`config.mk`:
```
export PLATFORM = sky130hd
export DESIGN_NAME = branch_resolver_flat
export DESIGN_NICKNAME = d
export VERILOG_FILES = /design/src/rtl/predictor_pkg.sv /design/src/rtl/branch_resolver_if.sv /design/src/rtl/br_fifo.sv /design/src/rtl/branch_resolver.sv /design/src/flat_wrapper.sv
export SDC_FILE = /design/constraint.sdc
export NUM_CORES = 1
export LEC_CHECK = 0
export BUFFER_PORTS_ARGS = -buffer_cell sky130_fd_sc_hd__buf_2
export CAP_MARGIN = 20
export CORE_UTILIZATION = 53
export DETAILED_ROUTE_END_ITERATION = 16
export GPL_ROUTABILITY_DRIVEN = 0
export PLACE_DENSITY = 0.76
export SYNTH_ARGS = -nofsm -noshare
export SYNTH_HDL_FRONTEND = slang
export SYNTH_HIERARCHICAL = 1
export SYNTH_SLANG_ARGS = --single-unit
```
`constraint.sdc`:
```
create_clock -name clk -period 3.6 [get_ports clk]
set_input_delay 0.54 -clock clk [delete_from_list [all_inputs] [get_ports clk]]
set_output_delay 0.54 -clock clk [all_outputs]
set_load 0.01 [all_outputs]
```
`src/rtl/predictor_pkg.sv`:
```
// Shared types for the 2-bit branch predictor and its resolver.
// Counter encodings, resolver FSM states, default queue depth.
package predictor_pkg;

   typedef enum logic [1:0] {
      SNT = 2'd0,
      WNT = 2'd1,
      WT  = 2'd2,
      ST  = 2'd3
   } cnt_e;

   typedef enum logic {
      RUN   = 1'b0,
      FLUSH = 1'b1
   } res_state_e;

   localparam int DEF_DEPTH = 4;

   // Saturating 2-bit counter step used by the predictor side.
   function automatic cnt_e cnt_step(cnt_e c, logic taken);
      cnt_e n;
      n = c;
      if (taken && c != ST)
         n = cnt_e'(c + 2'd1);
      else if (!taken && c != SNT)
         n = cnt_e'(c - 2'd1);
      return n;
   endfunction

endpackage

```
`src/rtl/branch_resolver_if.sv`:
```
// Fetch / execute / predictor handshake bundle of the resolver.
// slave = resolver view, master = environment view.
interface branch_resolver_if;

   logic br_valid;
   logic br_ready;
   logic br_pred_valid;
   logic br_pred;
   logic pred_request;
   logic pred_prediction;
   logic pred_result;
   logic pred_taken;
   logic res_valid;
   logic res_taken;
   logic res_ready;
   logic mispredict;

   modport slave (
      input  br_valid, pred_prediction,
      input  res_valid, res_taken,
      output br_ready, br_pred_valid, br_pred,
      output pred_request, pred_result, pred_taken,
      output res_ready, mispredict
   );

   modport master (
      output br_valid, pred_prediction,
      output res_valid, res_taken,
      input  br_ready, br_pred_valid, br_pred,
      input  pred_request, pred_result, pred_taken,
      input  res_ready, mispredict
   );

endinterface

```
`src/rtl/br_fifo.sv`:
```
// 1-bit-wide DEPTH-entry in-order queue of predictions.
// Pointers wrap modulo DEPTH; clear beats push and pop.
module br_fifo #(
   parameter  int DEPTH = 4,
   localparam int PW    = (DEPTH > 1) ? $clog2(DEPTH) : 1,
   localparam int CW    = $clog2(DEPTH + 1)
) (
   input  logic          clk,
   input  logic          rst,
   input  logic          i_push,
   input  logic          i_din,
   input  logic          i_pop,
   input  logic          i_clear,
   output logic          o_head,
   output logic [CW-1:0] o_count
);

   logic [DEPTH-1:0] r_mem;
   logic [PW-1:0]    r_wr;
   logic [PW-1:0]    r_rd;
   logic [CW-1:0]    r_cnt;

   function automatic logic [PW-1:0] nxt(logic [PW-1:0] p);
      return (p == PW'(DEPTH - 1)) ? '0 : p + PW'(1);
   endfunction

   // Storage write at the tail; contents need no reset.
   always_ff @(posedge clk) begin
      if (i_push && !i_clear)
         r_mem[r_wr] <= i_din;
   end

   // Pointer and occupancy bookkeeping.
   always_ff @(posedge clk or posedge rst) begin
      if (rst) begin
         r_wr  <= '0;
         r_rd  <= '0;
         r_cnt <= '0;
      end else if (i_clear) begin
         r_wr  <= '0;
         r_rd  <= '0;
         r_cnt <= '0;
      end else begin
         if (i_push)
            r_wr <= nxt(r_wr);
         if (i_pop)
            r_rd <= nxt(r_rd);
         if (i_push && !i_pop)
            r_cnt <= r_cnt + CW'(1);
         else if (!i_push && i_pop)
            r_cnt <= r_cnt - CW'(1);
      end
   end

   assign o_head  = r_mem[r_rd];
   assign o_count = r_cnt;

endmodule

```
`src/rtl/branch_resolver.sv`:
```
// Requesting/updating end of the 2-bit branch predictor.
// PERF_CNT_EN adds saturating br_count / mis_count outputs.
module branch_resolver
   import predictor_pkg::*;
#(
   parameter int DEPTH = DEF_DEPTH
`ifdef PERF_CNT_EN
   ,
   parameter int CNT_W = 16
`endif
) (
   input  logic             clk,
   input  logic             rst,
   branch_resolver_if.slave bus
`ifdef PERF_CNT_EN
   ,
   output logic [CNT_W-1:0] br_count,
   output logic [CNT_W-1:0] mis_count
`endif
);

   localparam int CW = $clog2(DEPTH + 1);

   res_state_e    r_state;
   res_state_e    w_state_nxt;
   logic          r_pending;
   logic          r_result;
   logic          r_taken;
   logic          r_mis;
   logic          w_head;
   logic [CW-1:0] w_occ;
   logic [CW:0]   w_fill;
   logic          w_run;
   logic          w_res_acc;
   logic          w_mis;
   logic          w_acc;

   assign w_run     = (r_state == RUN);
   assign w_fill    = {1'b0, w_occ} + {{CW{1'b0}}, r_pending};
   assign w_res_acc = bus.res_ready && bus.res_valid;
   assign w_mis     = w_res_acc && (w_head != bus.res_taken);
   assign w_acc     = bus.br_valid && bus.br_ready && !rst;

   assign bus.res_ready     = w_run && (w_occ != '0);
   assign bus.br_ready      = w_run && !w_mis &&
                              (w_fill < (CW+1)'(DEPTH));
   assign bus.pred_request  = w_acc;
   assign bus.br_pred_valid = r_pending;
   assign bus.br_pred       = r_pending & bus.pred_prediction;
   assign bus.pred_result   = r_result;
   assign bus.pred_taken    = r_taken;
   assign bus.mispredict    = r_mis;

   br_fifo #(.DEPTH(DEPTH)) u_fifo (
      .clk     (clk),
      .rst     (rst),
      .i_push  (r_pending && !w_mis),
      .i_din   (bus.pred_prediction),
      .i_pop   (w_res_acc),
      .i_clear (w_mis),
      .o_head  (w_head),
      .o_count (w_occ)
   );

   // Resolver state register.
   always_ff @(posedge clk or posedge rst) begin
      if (rst)
         r_state <= RUN;
      else
         r_state <= w_state_nxt;
   end

   // Next state: a mispredict costs exactly one flush cycle.
   always_comb begin
      w_state_nxt = r_state;
      unique case (r_state)
         RUN:   if (w_mis) w_state_nxt = FLUSH;
         FLUSH: w_state_nxt = RUN;
      endcase
   end

   // Capture-pending flag and one-cycle predictor update pulses.
   always_ff @(posedge clk or posedge rst) begin
      if (rst) begin
         r_pending <= 1'b0;
         r_result  <= 1'b0;
         r_taken   <= 1'b0;
         r_mis     <= 1'b0;
      end else begin
         r_pending <= w_acc && !w_mis;
         r_result  <= w_res_acc;
         r_taken   <= w_res_acc && bus.res_taken;
         r_mis     <= w_mis;
      end
   end

`ifdef PERF_CNT_EN
   // Saturating event counters.
   always_ff @(posedge clk or posedge rst) begin
      if (rst) begin
         br_count  <= '0;
         mis_count <= '0;
      end else begin
         if (w_acc && br_count != '1)
            br_count <= br_count + CNT_W'(1);
         if (w_mis && mis_count != '1)
            mis_count <= mis_count + CNT_W'(1);
      end
   end
`endif

endmodule

```
`src/flat_wrapper.sv`:
```
// flat-port wrapper written by rule: the top's interface ports become plain ports
module branch_resolver_flat import predictor_pkg::*;
#(
   parameter int DEPTH = DEF_DEPTH

)
  (clk, rst, bus_br_valid, bus_pred_prediction, bus_res_valid, bus_res_taken, bus_br_ready, bus_br_pred_valid, bus_br_pred, bus_pred_request, bus_pred_result, bus_pred_taken, bus_res_ready, bus_mispredict);
  branch_resolver_if bus_i ();
  input  logic clk;
  input  logic rst;
  input wire logic [$bits(bus_i.br_valid)-1:0] bus_br_valid;
  input wire logic [$bits(bus_i.pred_prediction)-1:0] bus_pred_prediction;
  input wire logic [$bits(bus_i.res_valid)-1:0] bus_res_valid;
  input wire logic [$bits(bus_i.res_taken)-1:0] bus_res_taken;
  output wire logic [$bits(bus_i.br_ready)-1:0] bus_br_ready;
  output wire logic [$bits(bus_i.br_pred_valid)-1:0] bus_br_pred_valid;
  output wire logic [$bits(bus_i.br_pred)-1:0] bus_br_pred;
  output wire logic [$bits(bus_i.pred_request)-1:0] bus_pred_request;
  output wire logic [$bits(bus_i.pred_result)-1:0] bus_pred_result;
  output wire logic [$bits(bus_i.pred_taken)-1:0] bus_pred_taken;
  output wire logic [$bits(bus_i.res_ready)-1:0] bus_res_ready;
  output wire logic [$bits(bus_i.mispredict)-1:0] bus_mispredict;
  assign bus_i.br_valid = bus_br_valid;
  assign bus_i.pred_prediction = bus_pred_prediction;
  assign bus_i.res_valid = bus_res_valid;
  assign bus_i.res_taken = bus_res_taken;
  assign bus_br_ready = bus_i.br_ready;
  assign bus_br_pred_valid = bus_i.br_pred_valid;
  assign bus_br_pred = bus_i.br_pred;
  assign bus_pred_request = bus_i.pred_request;
  assign bus_pred_result = bus_i.pred_result;
  assign bus_pred_taken = bus_i.pred_taken;
  assign bus_res_ready = bus_i.res_ready;
  assign bus_mispredict = bus_i.mispredict;
  branch_resolver #(.DEPTH(DEPTH)) u_core (.clk(clk), .rst(rst), .bus(bus_i));
endmodule
```
==> flow_summary.yaml, run 1 <==
timing:
  fin_skew_ns: 0.00615
  max_freq_mhz: 352
  maxSlewHeadroom_pct: 58.2
  period_needed_ns: 2.84
  tightest_slew_ns: 0.625
  fin_setup_tns_ns: 0
  post-route-period-util_pct: 78.9
  hold_viol_final: 0
  finalSetupViolCount: 0
  slew_violations: 0
  rsz0062_at_grt: "false"
clocking:
  cts_buffers: 3
  clock_sinks: 16
  cts_setup_buffers: 0
  clk_latency_ns: 0.28
  hold_buffers: 0
  cts_max_path_buffers: 2
  clk_pin_slew_ns: 0.09
  cts_resized: 0
  root_buffer: "clkbuf_4"
  h-tree-depth: 1
  tritoncts: "yes"
critical_path:
  setup.worst_path.start_class: "flip-flop"
  path_max_fanout: 7
  critPathKind: "flip-flop to flip-flop"
  cp_num_buf_inv: 0
  slowest_stage: "mux4_2"
  worstPathArrival_ns: 3.03
  path_delay_family: "simple AND/OR/NAND/NOR gates"
  cp-end-kind: "flip-flop"
  path_cells: "mux4_2 -> xnor2_1 -> nor4b_4 -> nor2b_1 -> and2b_2 -> fa_1 -> and3b_2 -> o21ai_1 -> nor3b_1"
  critPathMaxStageDelay_ns: 0.52
  required_ns: 3.79
yosys:
  ys_seq_area_share_pct: 49.6
  synth_common_cells: "12 x dfrtp_1, 8 x nor2_1, 6 x and2_1, 6 x inv_1"
  synth_fp_nets: 79
  synth.ff_latch_count: 16
  ys_types: 27
  synth_most_common_cell: "dfrtp_1"
  yosys_warnings: 6
  yosysTopAreaCell: "dfrtp_1"
  synth.top_cell.area_share_pct: 35.5
  synth_edf_count: 4
  ys_async_sr_fraction_pct: 75.0
  syn_area_per_cell_sq_um: 12.5
  synth.area.top_cells: "dfrtp_1 35%, edfxtp_1 14%, ha_1 5.9%"
  syn_inst: 68
  synth.cell_area_sq_um: 847
  synth_flop_cell: "dfrtp_1"
pwr:
  power_density_mw_per_mm2: 760
  leakage_nw: 0.441
  power_mw: 0.720
  ir_drop_v: 0.000428
routing:
  drt-initial-drc-count: 9
  viasPerCell: 5.12
  ant_nets: 0
  vias: 512
  dr.pass1.iters: 4
  wl_per_cell_um: 12.6
  drc: 0
  totalWireLength_mm: 1.26
floorplan:
  core_sq_mm: 0.00151
  die_y_um: 42.0
  die_w_um: 42.0
  dieArea_sq_mm: 0.00176
  pin_count: 14
  num_rows: 14
  start_util_pct: 56.2
global_routing:
  grt_first_pass_wirelength_mm: 2.06
  use_met2_pct: 22.5
  use_met1_pct: 22.2
  antenna_found_initial: 0
  track_usage_pct: 15.9
  grt_max_degree: 13
  grt_busiest_layer: "met2"
  grt-ovfl-total: 0
  grt_use_met3_pct: 3.88
  grt_pass1_vias: 468
layout:
  fin_area_sq_um: 947
  syn2layout_area_growth_pct: 11.8
  layout-drive-gt1-share_pct: 28.6
  nets: 96
  diodes: 0
  n_fill_cell: 129
  layoutNonFillerInstCount: 100
place:
  hpwl_um: 939
  placed_area_sq_um: 921
  port_buffers: 13
  dp.cells: 96
run_status:
  status: "finished, final reports clean"
min_path:
  hold_path.class: "primary input to asynchronous set/reset pin"
flow_run:
  maxCapViolCount: 0
## per-layer routing
metal / up-vias / wire length (um)
met2: 8 / 565
met1: 242 / 638
met5: - / 0
li1: 260 / -
met4: 0 / 15
met3: 2 / 37
## worst paths after layout
| kind | slack, ns | endpoint | startpoint | depth (start not counted) |
|---|---|---|---|---|
| worst min register to register | 0.55 | u_core/r_state | u_core/r_state | 1 |
| worst min-delay path | 0.18 | u_core/bus.mispredict | rst | 2 |
| worst max register to register | 0.76 | u_core/u_fifo/o_count[2] | u_core/u_fifo/r_rd[0] | 9 |
| min in group clk | 0.47 | u_core/bus.br_pred_valid | rst | 2 |
| max in group asynchronous | 3.16 | u_core/u_fifo/o_count[2] | rst | 2 |
| worst max-delay path | 0.76 | u_core/u_fifo/o_count[2] | u_core/u_fifo/r_rd[0] | 9 |
## flip-flops by register name, indices dropped and copies added (netlist names)
| name | flops |
|---|---|
| u_core/bus.mispredict | 1 |
| u_core/bus.br_pred_valid | 1 |
| u_core/u_fifo/r_rd | 2 |
| u_core/r_state | 1 |
| u_core/u_fifo/r_mem | 4 |
| u_core/bus.pred_result | 1 |
| u_core/u_fifo/o_count | 3 |
| u_core/bus.pred_taken | 1 |
| u_core/u_fifo/r_wr | 2 |
## layout make-up
class / count / area [sq um] / share of cell area, %
clock buffers: 4 / 26.3 / 2.77
inverters: 6 / 22.5 / 2.38
flip-flops and latches: 16 / 420 / 44.4
multi-input cells: 44 / 385 / 40.7
repair buffers: 14 / 72.6 / 7.66
well taps: 16 / 20.0 / 2.11
## worst reg2reg max path: cells and delay by family, from the launching register on
family	cells	cell delay, ns
flip-flops	1	0.41
adder cells (fa/ha/maj)	1	0.37
XOR/XNOR	1	0.20
AND/OR/NAND/NOR	5	1.10
AO/OA/AOI/OAI	1	0.13
multiplexers	1	0.53
## cell usage in the layout (no fill, tap or decap), types with 2 or more instances in the layout
cell	netlist	layout
nor2_1	8	8
and2_1	6	6
clkbuf_4	0	3
edfxtp_1	4	4
dfrtp_1	12	12
inv_1	6	6
nor4b_1	3	3
ha_1	4	4
buf_2	0	13
xnor2_1	4	4
nor2b_1	2	2
nor3b_1	2	2
## cell families after synthesis
group / share of synthesized area [%]
AOI/OAI and AO/OA: 3.25
xor gates and xnor gates: 7.09
adders and majority gates: 8.27
buffers and inverters: 4.87
DFF: 49.6
muxes: 3.84
and+or+nand+nor: 23.0
## where the power goes
group / switching [mW] / internal (mW) / total [mW]
sequential: 0.0582 / 0.243 / 0.301
combinational: 0.170 / 0.156 / 0.326
clock: 0.0505 / 0.0429 / 0.0933
total: 0.279 / 0.441 / 0.720
## through the flow
stage	util, %	worst slack (ns)	hold slack (ns)
after global routing	62.9	0.618	0.173
after global placement	61.1	0.848	0.466
final	62.9	0.759	0.177
after CTS	62.9	0.749	0.167
after detailed placement	61.1	0.778	0.473
after floorplan	-	0.848	0.319
Note: power is estimated with default switching activity, not from simulation.
==> run 2, diff against run 1 <==
- CORE_UTILIZATION: 53 -> 48
- PLACE_DENSITY: 0.76 -> 0.72
- clock period: 3.6 -> 2.55 ns (I/O delays scaled with it)
==> run 2 against run 1 <==
  * Largest power group unchanged
  * Highest routed layer unchanged
  * Combinational power up 60%
  * The run now ends with DRC, setup timing left
  * Critical path type unchanged
  * Clock-buffer cell count unchanged
  * Design area up 4.9%
  * Sequential power up 41%
  * Via count up 3.7%
  * Die area up 9.9%
==> flow_summary.yaml, run 2 (synthesized netlist as in run 1, its figures left out) <==
timing:
  fin_ws_ns: -0.00463
  finalSetupViolCount: 1
  slew_violations: 0
  fin_setup_tns_ns: -0.00463
  tightest_slew_ns: 0.329
  max_freq_mhz: 391
  period_needed_ns: 2.55
  fin_skew_ns: 0.00399
  maxSlewHeadroom_pct: 78.0
  rsz0062_at_grt: "true"
  post-route-period-util_pct: 100
  hold_viol_final: 0
global_routing:
  grt_max_degree: 13
  grt_pass1_vias: 584
  grt-ovfl-total: 0
  track_usage_pct: 18.1
  grt_first_pass_wirelength_mm: 2.46
  antenna_found_initial: 0
layout:
  top_register: "u_core/u_fifo/r_mem"
  largest_reg_flops: 4
  utilization_pct: 63.0
  nets: 98
  final_common_cell: "buf_2"
  diodes: 0
  syn2layout_area_growth_pct: 17.3
  mostFrequentLayoutCells: "13 x buf_2, 12 x dfrtp_1, 8 x nor2_1"
  layout-drive-gt1-share_pct: 37.2
critical_path:
  setup.worst_path.start_class: "flip-flop"
  slowest_stage: "mux4_2"
  crit_top_cell: "nor3b_2"
  timing.rr.end: "u_core/u_fifo/o_count[2]"
  path_max_fanout: 2
  critPathKind: "flip-flop to flip-flop"
  cp-end-kind: "flip-flop"
  regToRegStartpoint: "u_core/u_fifo/r_rd[0]"
  path_cells: "mux4_2 -> xnor2_2 -> nor4b_4 -> nor2b_1 -> and2b_2 -> fa_2 -> nor3b_2 -> o21ai_1 -> nor3b_2"
  ff2ff_path_depth: 9
  rrSetupSlack_ns: -0.005
  required_ns: 2.72
  worstPathArrival_ns: 2.72
  critPathMaxStageDelay_ns: 0.53
place:
  hpwl_mm: 1.02
  port_buffers: 13
  place_ws_ns: -0.0615
floorplan:
  dieArea_sq_mm: 0.00194
  core_sq_mm: 0.00158
  start_util_pct: 53.7
  num_rows: 14
  die_y_um: 44.0
  die_w_um: 44.0
  pin_count: 14
routing:
  dr.pass1.iters: 10
  ant_nets: 0
  drt-initial-drc-count: 18
  viasPerCell: 5.21
  vias: 531
  wl_per_cell_um: 13.3
  totalWireLength_mm: 1.35
  drc: 1
clocking:
  root_buffer: "clkbuf_4"
  cts_buffers: 3
  h-tree-depth: 1
  clk_pin_slew_ns: 0.09
  tritoncts: "yes"
  clock_sinks: 16
  hold_buffers: 0
  clk_latency_ns: 0.28
  cts_max_path_buffers: 2
  cts_setup_buffers: 0
run_status:
  status: "finished with violations"
  violations: "DRC, setup timing"
pwr:
  power_density_mw_per_mm2: 1090
  power_mw: 1.08
  ir_drop_v: 0.000632
  leakage_nw: 0.463
min_path:
  hold_path.class: "primary input to asynchronous set/reset pin"
flow_run:
  maxCapViolCount: 0
[run 2: cell types whose count changed in the layout (fill, tap and decap cells not counted), sizes merged]
cell / previous run / this run
buf: 14 / 16
[run 2: per-stage QoR]
stage,std cells,hold slack [ns],instance area [sq um]
2_1_floorplan,68,0.161,847
3_3_place_gp,98,0.308,936
3_5_place_dp,98,0.318,936
4_1_cts,102,0.00430,987
5_1_grt,102,0.0205,993
6_report,102,0.0177,993
[run 2: final cells by class]
cell class              instances  area [sq um]
clock buffers                   4          26.3
fillers                       122           583
inverters                       6          22.5
multi-input cells              44           417
flip-flops and latches         16           420
well taps                      16          20.0
repair buffers                 16          87.6
[run 2: critical path, delay by kind of cell (launching register included)]
| kind | cells | cell delay, ns |
|---|---|---|
| flip-flops | 1 | 0.37 |
| adder cells (fa/ha/maj) | 1 | 0.34 |
| multiplexers | 1 | 0.53 |
| AND/OR/NAND/NOR | 5 | 0.93 |
| XOR/XNOR | 1 | 0.17 |
| AO/OA/AOI/OAI | 1 | 0.09 |
[run 2: how the worst max path moves through the flow]
stage,cells after the start,endpoint,from
5_1_grt,9,u_core/u_fifo/o_count[2],u_core/u_fifo/r_rd[0]
3_5_place_dp,9,u_core/u_fifo/o_count[2],u_core/u_fifo/r_rd[0]
4_1_cts,9,u_core/u_fifo/o_count[2],u_core/u_fifo/r_rd[0]
2_1_floorplan,10,u_core/u_fifo/o_count[2],u_core/u_fifo/r_rd[0]
6_report,9,u_core/u_fifo/o_count[2],u_core/u_fifo/r_rd[0]
3_3_place_gp,9,u_core/u_fifo/o_count[2],u_core/u_fifo/r_rd[0]
[run 2: repair_timing]
action | 4_1_cts | 5_1_grt
gates resized for setup | 5 | 1
pin swaps | 1 | 0
endpoints found under the setup margin | 2 | 2
[run 2: report_power, final]
group / internal, mW / switching (mW) / leakage, nW
clock: 0.0606 / 0.0753 / 0.0150
combinational: 0.256 / 0.268 / 0.258
sequential: 0.343 / 0.0804 / 0.190
total: 0.659 / 0.423 / 0.463
[run 2: routing by layer]
| layer | share of wire [%] | routed length, um | vias up | GRT usage, % |
|---|---|---|---|---|
| li1 | - | - | 263 | - |
| met1 | 46 | 616 | 256 | 23.6 |
| met2 | 50 | 679 | 10 | 28.8 |
| met3 | 3.6 | 49 | 2 | 4.90 |
| met4 | 0.44 | 6 | 0 | 7.27 |
| met5 | 0 | 0 | - | 0 |
==> run 3, diff against run 2 <==
- clock period: 2.55 -> 2.26 ns (I/O delays scaled with it)
==> run 3 against run 2 <==
  * The flow finishes with violations (setup timing)
  * Design area increased by 7.6%
  * Register-to-register slack worse by 0.27 ns
  * Critical path depth unchanged
  * Maximum frequency is 0.60% higher
  * Cell count up 6.9%
  * Setup slack worse by 0.27 ns
  * First-iteration DRC count fell by 72%
  * Non-clock buffer count is 7 higher
  * Global-route usage hardly changed
  * Combinational power rose by 30%
  * Critical endpoint unchanged
  * Largest cell class is now multi-input combinational cells
  * Largest power group unchanged
==> flow_summary.yaml, run 3 (synthesized netlist as in run 1, its figures left out) <==
layout:
  n_fill_cell: 119
  fin_area_sq_mm: 0.00107
  nets: 105
  largest_reg_flops: 4
  final_common_cell: "buf_2"
  layout-drive-gt1-share_pct: 43.0
  diodes: 0
  syn2layout_area_growth_pct: 26.1
  top_register: "u_core/u_fifo/r_mem"
  mostFrequentLayoutCells: "13 x buf_2, 12 x dfrtp_1, 8 x buf_4"
floorplan:
  die_w_um: 44.0
  pin_count: 14
  dieArea_sq_mm: 0.00194
  start_util_pct: 53.7
  num_rows: 14
  core_sq_mm: 0.00158
  die_y_um: 44.0
global_routing:
  track_usage_pct: 18.1
  grt-ovfl-total: 0
  antenna_found_initial: 0
  grt_pass1_vias: 579
  grt_first_pass_wirelength_mm: 2.50
  grt_max_degree: 13
timing:
  max_freq_mhz: 394
  rsz0062_at_grt: "true"
  maxSlewHeadroom_pct: 78.7
  post-route-period-util_pct: 112
  fin_skew_ns: 0.000594
  finalSetupViolCount: 8
  fin_setup_tns_ns: -0.762
  whs_ns: 0.287
  tightest_slew_ns: 0.315
  period_needed_ns: 2.54
  slew_violations: 0
  hold_viol_final: 0
  fin_ws_ns: -0.279
critical_path:
  rrSetupSlack_ns: -0.28
  required_ns: 2.43
  cp-end-kind: "flip-flop"
  path_max_fanout: 2
  worstPathArrival_ns: 2.71
  critPathKind: "flip-flop to flip-flop"
  setup.worst_path.start_class: "flip-flop"
clocking:
  root_buffer: "clkbuf_4"
  clk_latency_ns: 0.28
  clock_sinks: 16
  tritoncts: "yes"
  cts_max_path_buffers: 2
  h-tree-depth: 1
  clk_pin_slew_ns: 0.09
  cts_buffers: 3
routing:
  wl_per_cell_um: 13.5
  viasPerCell: 5.20
  vias: 567
  ant_nets: 0
  totalWireLength_mm: 1.47
  drt-initial-drc-count: 5
  drc: 0
  dr.pass1.iters: 5
pwr:
  ir_drop_v: 0.000909
  power_density_mw_per_mm2: 1230
  power_mw: 1.31
  leakage_nw: 0.501
place:
  port_buffers: 13
  placed_area_sq_um: 958
  place_ws_ns: -0.346
  hpwl_mm: 1.05
run_status:
  status: "finished with violations"
  violations: "setup timing"
flow_run:
  maxCapViolCount: 0
min_path:
  hold_path.class: "primary input to flip-flop"
[run 3: through the flow]
| step | utilization [%] | instances |
|---|---|---|
| after floorplan | - | 68 |
| after global placement | 60.8 | 101 |
| after detailed placement | 60.8 | 101 |
| after CTS | 66.0 | 107 |
| after global routing | 67.8 | 109 |
| final | 67.8 | 109 |
[run 3: cell type report]
| class | count | area [sq um] | area share, % |
|---|---|---|---|
| clock buffer | 4 | 26.3 | 2.46 |
| inverter | 6 | 22.5 | 2.11 |
| multi-input combinational | 44 | 433 | 40.5 |
| sequential | 16 | 420 | 39.3 |
| tap | 16 | 20.0 | 1.87 |
| timing repair buffer | 23 | 146 | 13.7 |
[run 3: worst paths after layout]
kind                                       start                        to  depth (start not counted)
min                          bus_pred_prediction    u_core/u_fifo/r_mem[0]                          1
min in group asynchronous                    rst     u_core/bus.mispredict                          3
max reg2reg                u_core/u_fifo/r_rd[0]  u_core/u_fifo/o_count[2]                          9
min reg2reg                       u_core/r_state            u_core/r_state                          1
max in group asynchronous                    rst     u_core/u_fifo/r_rd[1]                          3
max                        u_core/u_fifo/r_rd[0]  u_core/u_fifo/o_count[2]                          9
[run 3: metal layers]
layer | global-route usage [%] | share of wire (%)
met3 | 2.45 | 2.6
met4 | 10.9 | 2.6
met5 | 0 | 0
met1 | 23.3 | 45
met2 | 29.1 | 49
[run 3: what timing repair did]
action	in CTS	in global routing
hold endpoints to repair	5	0
pin swaps	5	2
endpoints found under the setup margin	8	9
gates resized for setup	7	3
hold buffers	1	0
buffers inserted	23	2
[run 3: where the power goes]
| part | total [mW] | internal (mW) | switching (mW) |
|---|---|---|---|
| logic | 0.679 | 0.350 | 0.328 |
| clock network | 0.154 | 0.0684 | 0.0858 |
| registers | 0.481 | 0.386 | 0.0946 |
| total | 1.31 | 0.805 | 0.509 |
[run 3: worst max-delay path: stages, from the launching register on]
cell     delay (ns)
dfrtp_1        0.38
mux4_2         0.53
xnor2_2        0.17
nor4b_4        0.25
nor2b_1        0.09
and2b_2        0.21
fa_2           0.34
nor3b_2        0.23
o21ai_1        0.07
nor3b_2        0.15
